[src/rtl/load_store_unit.sv]
// Load/store initiator for a word-addressed data memory: B/H/W loads with extension, sub-word stores via read-modify-write.
// Latency: load/word store 2 cycles to response, sub-word store 3, rejected request 1; one op in flight.
// Backpressure: response held in RESP until resp_ready; req_ready only in IDLE. Option: LSU_MISALIGN_TRAP_EN.
module load_store_unit #(
    parameter int MEM_WORDS = 64,
    parameter int AW        = 6
) (
    input  logic          clk,
    input  logic          reset_n,
    input  logic          req_valid,
    output logic          req_ready,
    input  logic          req_write,
    input  logic [2:0]    req_funct3,
    input  logic [31:0]   req_addr,
    input  logic [31:0]   req_wdata,
    output logic          resp_valid,
    input  logic          resp_ready,
    output logic [31:0]   resp_data,
    output logic          resp_err,
    output logic          mem_write,
    output logic          mem_read,
    output logic [AW-1:0] mem_addr,
    output logic [31:0]   mem_wdata,
    input  logic [31:0]   mem_rdata
);

    typedef enum logic [1:0] {IDLE, READ, WRITE, RESP} state_t;

    state_t      state, state_nxt;
    logic        r_write;
    logic [2:0]  r_funct3;
    logic [1:0]  r_off;
    logic [31:0] r_wdata;

    logic        f3_ok;
    logic        req_err;
    logic [1:0]  req_off;
    logic        word_op;
    logic [4:0]  shift;
    logic [31:0] lane;
    logic [31:0] load_val;
    logic [31:0] mask;
    logic [31:0] merged;

    // Address bits above the word index wrap and are deliberately ignored.
    logic unused_ok;
    assign unused_ok = &{1'b0, req_addr[31:AW+2], MEM_WORDS[0]};

    assign word_op = (req_funct3[1:0] == 2'b10);

    always_comb begin
        f3_ok = 1'b0;
        case (req_funct3)
            3'b000, 3'b001, 3'b010: f3_ok = 1'b1;
            3'b100, 3'b101:         f3_ok = !req_write;
            default:                f3_ok = 1'b0;
        endcase
`ifdef LSU_MISALIGN_TRAP_EN
        req_err = !f3_ok
                  || ((req_funct3[1:0] == 2'b01) && req_addr[0])
                  || (word_op && (req_addr[1:0] != 2'b00));
`else
        req_err = !f3_ok;
`endif
        // Misaligned halfword/word accesses are aligned down to their natural boundary.
        req_off = req_addr[1:0];
        if (req_funct3[1:0] == 2'b01)
            req_off = {req_addr[1], 1'b0};
        else if (word_op)
            req_off = 2'b00;
    end

    always_comb begin
        state_nxt = state;
        case (state)
            IDLE: begin
                if (req_valid) begin
                    if (req_err)
                        state_nxt = RESP;
                    else if (req_write && word_op)
                        state_nxt = WRITE;
                    else
                        state_nxt = READ;
                end
            end
            READ:    state_nxt = r_write ? WRITE : RESP;
            WRITE:   state_nxt = RESP;
            RESP:    state_nxt = resp_ready ? IDLE : RESP;
            default: state_nxt = IDLE;
        endcase
    end

    always_comb begin
        shift = {r_off, 3'b000};
        lane  = mem_rdata >> shift;
        case (r_funct3)
            3'b000:  load_val = {{24{lane[7]}}, lane[7:0]};
            3'b001:  load_val = {{16{lane[15]}}, lane[15:0]};
            3'b100:  load_val = {24'h0, lane[7:0]};
            3'b101:  load_val = {16'h0, lane[15:0]};
            default: load_val = mem_rdata;
        endcase
        mask   = ((r_funct3[1:0] == 2'b00) ? 32'h0000_00FF : 32'h0000_FFFF) << shift;
        merged = (mem_rdata & ~mask) | ((r_wdata << shift) & mask);
    end

    always_ff @(posedge clk or negedge reset_n) begin
        if (!reset_n) begin
            state     <= IDLE;
            r_write   <= 1'b0;
            r_funct3  <= 3'b000;
            r_off     <= 2'b00;
            r_wdata   <= 32'h0;
            resp_data <= 32'h0;
            resp_err  <= 1'b0;
            mem_addr  <= '0;
            mem_wdata <= 32'h0;
        end else begin
            state <= state_nxt;
            if (state == IDLE && req_valid) begin
                r_write   <= req_write;
                r_funct3  <= req_funct3;
                r_off     <= req_off;
                r_wdata   <= req_wdata;
                resp_data <= 32'h0;
                resp_err  <= req_err;
                // Memory-side registers move only for requests that will access memory.
                if (!req_err) begin
                    mem_addr <= req_addr[AW+1:2];
                    if (req_write && word_op)
                        mem_wdata <= req_wdata;
                end
            end
            if (state == READ) begin
                if (r_write)
                    mem_wdata <= merged;
                else
                    resp_data <= load_val;
            end
        end
    end

    assign req_ready  = (state == IDLE);
    assign resp_valid = (state == RESP);
    assign mem_read   = (state == READ);
    assign mem_write  = (state == WRITE);

endmodule

[config.mk]
export PLATFORM = sky130hd
export DESIGN_NAME = load_store_unit
export DESIGN_NICKNAME = d
export VERILOG_FILES = /design/src/rtl/load_store_unit.sv
export SDC_FILE = /design/constraint.sdc
export NUM_CORES = 1
export LEC_CHECK = 0
export BUFFER_PORTS_ARGS = -buffer_cell sky130_fd_sc_hd__clkbuf_2
export CAP_MARGIN = 40
export CORE_MARGIN = 4
export CORE_UTILIZATION = 30
export CTS_BUF_LIST = sky130_fd_sc_hd__clkbuf_4
export DETAILED_ROUTE_END_ITERATION = 6
export HOLD_SLACK_MARGIN = 0.15
export PLACE_DENSITY_LB_ADDON = 0.3
export SLEW_MARGIN = 5
export SYNTH_ARGS = -nofsm -noshare
export SYNTH_HDL_FRONTEND = slang
export SYNTH_SLANG_ARGS = --single-unit
[constraint.sdc]
create_clock -name clk -period 1.8 [get_ports clk]
set_clock_uncertainty 0.2 [all_clocks]
set_input_delay 0.09 -clock clk [delete_from_list [all_inputs] [get_ports clk]]
set_output_delay 0.09 -clock clk [all_outputs]
set_load 0.01 [all_outputs]
==> impl_metrics.ini <==
[min_path]
hold_class = input pin to flop

[clock_tree]
max-clock-path-buffers = 2
clkLatencyLatePin_ns = 0.47
cts_tree = yes
clock-sinks = 95
htreeDepth = 3
cts_inserted_buffers = 9
clock-root-buffer = clkbuf_4
clkTransAtPathRegs_ns = 0.17

[global_routing]
grt_pass1_vias = 5202
globalRouteOverflowTotal = 0
grt_usage_pct = 19.3
antenna_found_initial = 1
grt_max_degree = 96
grt_pass1_wl_um = 27900

[yosys]
yosys.area_share.simple_pct = 13.2
synth_mux_area_share_pct = 13.9
synth-compound-area-share_pct = 20.7
synth_xor_area_share_pct = 0
synthesis.area_mm2 = 0.00499
synthArstFlopShare_pct = 100
synth_area_per_cell_um2 = 10.3
synth-seq-area-share_pct = 47.6
synth_fp_nets = 590
syn_inst = 486
ys_dominant_reg_cell = dfrtp_1
synth_top_family_by_area = compound AO/OA/AOI/OAI gates
synth_edf_count = 0
synthAdderAreaFrac_pct = 0
synth.distinct_cells = 40
synth-warning-count = 0
synth-seq-cells = 95

[floorplan]
die_area_mm2 = 0.0188
start_util_pct = 31.0
core_mm2 = 0.0161
top_level_ports = 179
die_w_um = 137
fp-row-count = 46
die_height_um = 137

[worst_setup_path]
crit_arrival_ns = 2.12
criticalPathCategory = flop to flop
critPathRequiredTime_ns = 1.98
startpoint_type = flop
cp-end-kind = flop
critPathMaxFanout = 7

[routing]
drtPass1Iterations = 5
routedLengthMet1_um = 8320
met2_length_um = 9680
drt-total-wl_um = 19600
via_per_inst = 5.33
routedWlPerCell_um = 20.0
drtIter0Drc = 455
dr_wl_met3_um = 998
drc = 0
antenna_left = 0
routed.top_layer = met4
vias = 5224

[sta]
fin_hold_ws_ns = 0.166
setup_violations = 76
worst_slew_pin_slew_ns = 0.540
drv_slew = 0
fmax_ghz = 0.514
relSlewSlack_pct = 64.0
setup_tns_ns = -5.85
post-route-period-util_pct = 108
setup_ws_ns = -0.147
hold_violations = 0
rsz0062_at_grt = yes
period_needed_ns = 1.95

[final_layout]
area_growth_pct = 61.8
final_util_pct = 50.1
drive_gt1_share_pct = 46.1
final_nets = 862

[placement]
io_buffers = 154
globalplace.congestion = 0.900
hpwl_um = 13000
preCtsSetupSlack_ns = -0.209

[status]
status = finished, violations left
violations = negative setup slack

[pwr]
p_leak_nw = 3.73
irDropWorstVdd_uv = 563
power_density_mw_per_mm2 = 1480

[job]
max-cap-violations = 0
[cell usage after synthesis, types with 7 or more instances]
master     instances  area [µm²]
dfrtp_1           95        2380
a211oi_1          18         135
a221o_1           15         150
clkbuf_1          20        75.1
nor2_1            15        56.3
nand2b_1          14        87.6
a31oi_1           27         169
nor3_1            11        55.1
buf_2             14        70.1
mux2i_1           38         380
o22ai_1            7        43.8
a2bb2oi_1          8        70.1
a32o_1            11         110
mux2_2            28         315
nor3b_1           10        75.1
o21ai_0           33         165
a21oi_1           11        55.1
nor2b_1           11        68.8
nand2_1           66         248
[timing repair]
| action | 4_1_cts | 5_1_grt |
|---|---|---|
| buffers inserted | 9 | 7 |
| gates resized for setup | 46 | 92 |
| hold buffers | 80 | 0 |
| endpoints found under the hold margin | 190 | 0 |
| pin swaps | 7 | 34 |
| setup endpoints to repair | 85 | 82 |
| gates cloned | 2 | 7 |
[cell type report]
cell class                      count  area [µm²]
Inverter                            3        11.3
Fill cell                        1468        8040
Timing Repair Buffer              302        2350
Antenna cell                        1        2.50
Clock buffer                        9        67.6
Clock inverter                      7        83.8
Multi-Input combinational cell    347        2910
Tap cell                          216         270
Sequential cell                    95        2380
[routing by layer]
metal / track usage (%) / up-vias
met5: 0 / -
met4: 7.26 / 0
met3: 3.31 / 40
met2: 32.2 / 195
met1: 24.9 / 2620
li1: - / 2369
[power breakdown]
group          internal [mW]  leakage [nW]  switching (mW)
combinational           3.34          2.50            3.40
sequential              3.14          1.14           0.811
clock                  0.454        0.0799           0.833
total                   6.94          3.73            5.04
[cells in the final DEF, fill, tap and decap left out, types with 8 or more instances in the layout]
cell / count
a221o_1: 15
mux2_2: 12
a32o_1: 11
clkbuf_2: 152
clkbuf_4: 9
nor2b_1: 9
a211oi_2: 10
a31oi_1: 23
o21ai_0: 26
nand2_1: 46
mux2i_1: 29
buf_4: 45
nor2_1: 11
nor3_1: 10
nand2_2: 12
dfrtp_1: 91
dlygate4sd3_1: 80
mux2i_2: 8
nand2b_1: 11
a21oi_1: 10
buf_12: 9
mux2_4: 16
[sequential cells by signal (all words and copies together) (netlist names)]
register / count
r_funct3: 3
mem_addr: 6
r_off: 2
mem_wdata: 32
r_wdata: 16
r_write: 1
resp_data: 32
state: 2
resp_err: 1
[worst max-delay path, cell delays in order, from the launching register on]
cell       delay, ns
dfrtp_2         0.47
buf_12          0.14
nor3b_4         0.22
buf_6           0.17
and2_4          0.23
clkbuf_16       0.20
nand2_2         0.05
a31oi_1         0.17
[stage by stage]
stage                     area (µm²)  power [mW]  std cells
final                           8080        12.0        980
after global routing            8080        12.7        980
after CTS                       7450        11.3        965
after detailed placement        6230        9.44        858
after global placement          6210        9.24        857
after floorplan                 5010        7.14        486
[cells by family (layout without fill, tap and decap cells)]
logic type	Yosys count	count (layout)
mux	66	66
buf+inv	45	321
flops	95	95
other cells	0	1
compound gates	143	144
simple gates	137	137
[path summary, 6_finish.rpt]
path / slack, ns / to / cells after the start / startpoint
worst max-delay path: -0.15 / mem_wdata[25] / 7 / state[0]
worst min-delay path: 0.17 / state[1] / 3 / resp_ready
worst max register to register: -0.15 / mem_wdata[25] / 7 / state[0]
worst min register to register: 0.30 / resp_data[6] / 2 / resp_data[6]
max in group asynchronous: 0.36 / r_off[0] / 4 / reset_n
min in group asynchronous: 0.55 / mem_wdata[19] / 4 / reset_n
Power figures use the tool's default switching activity.
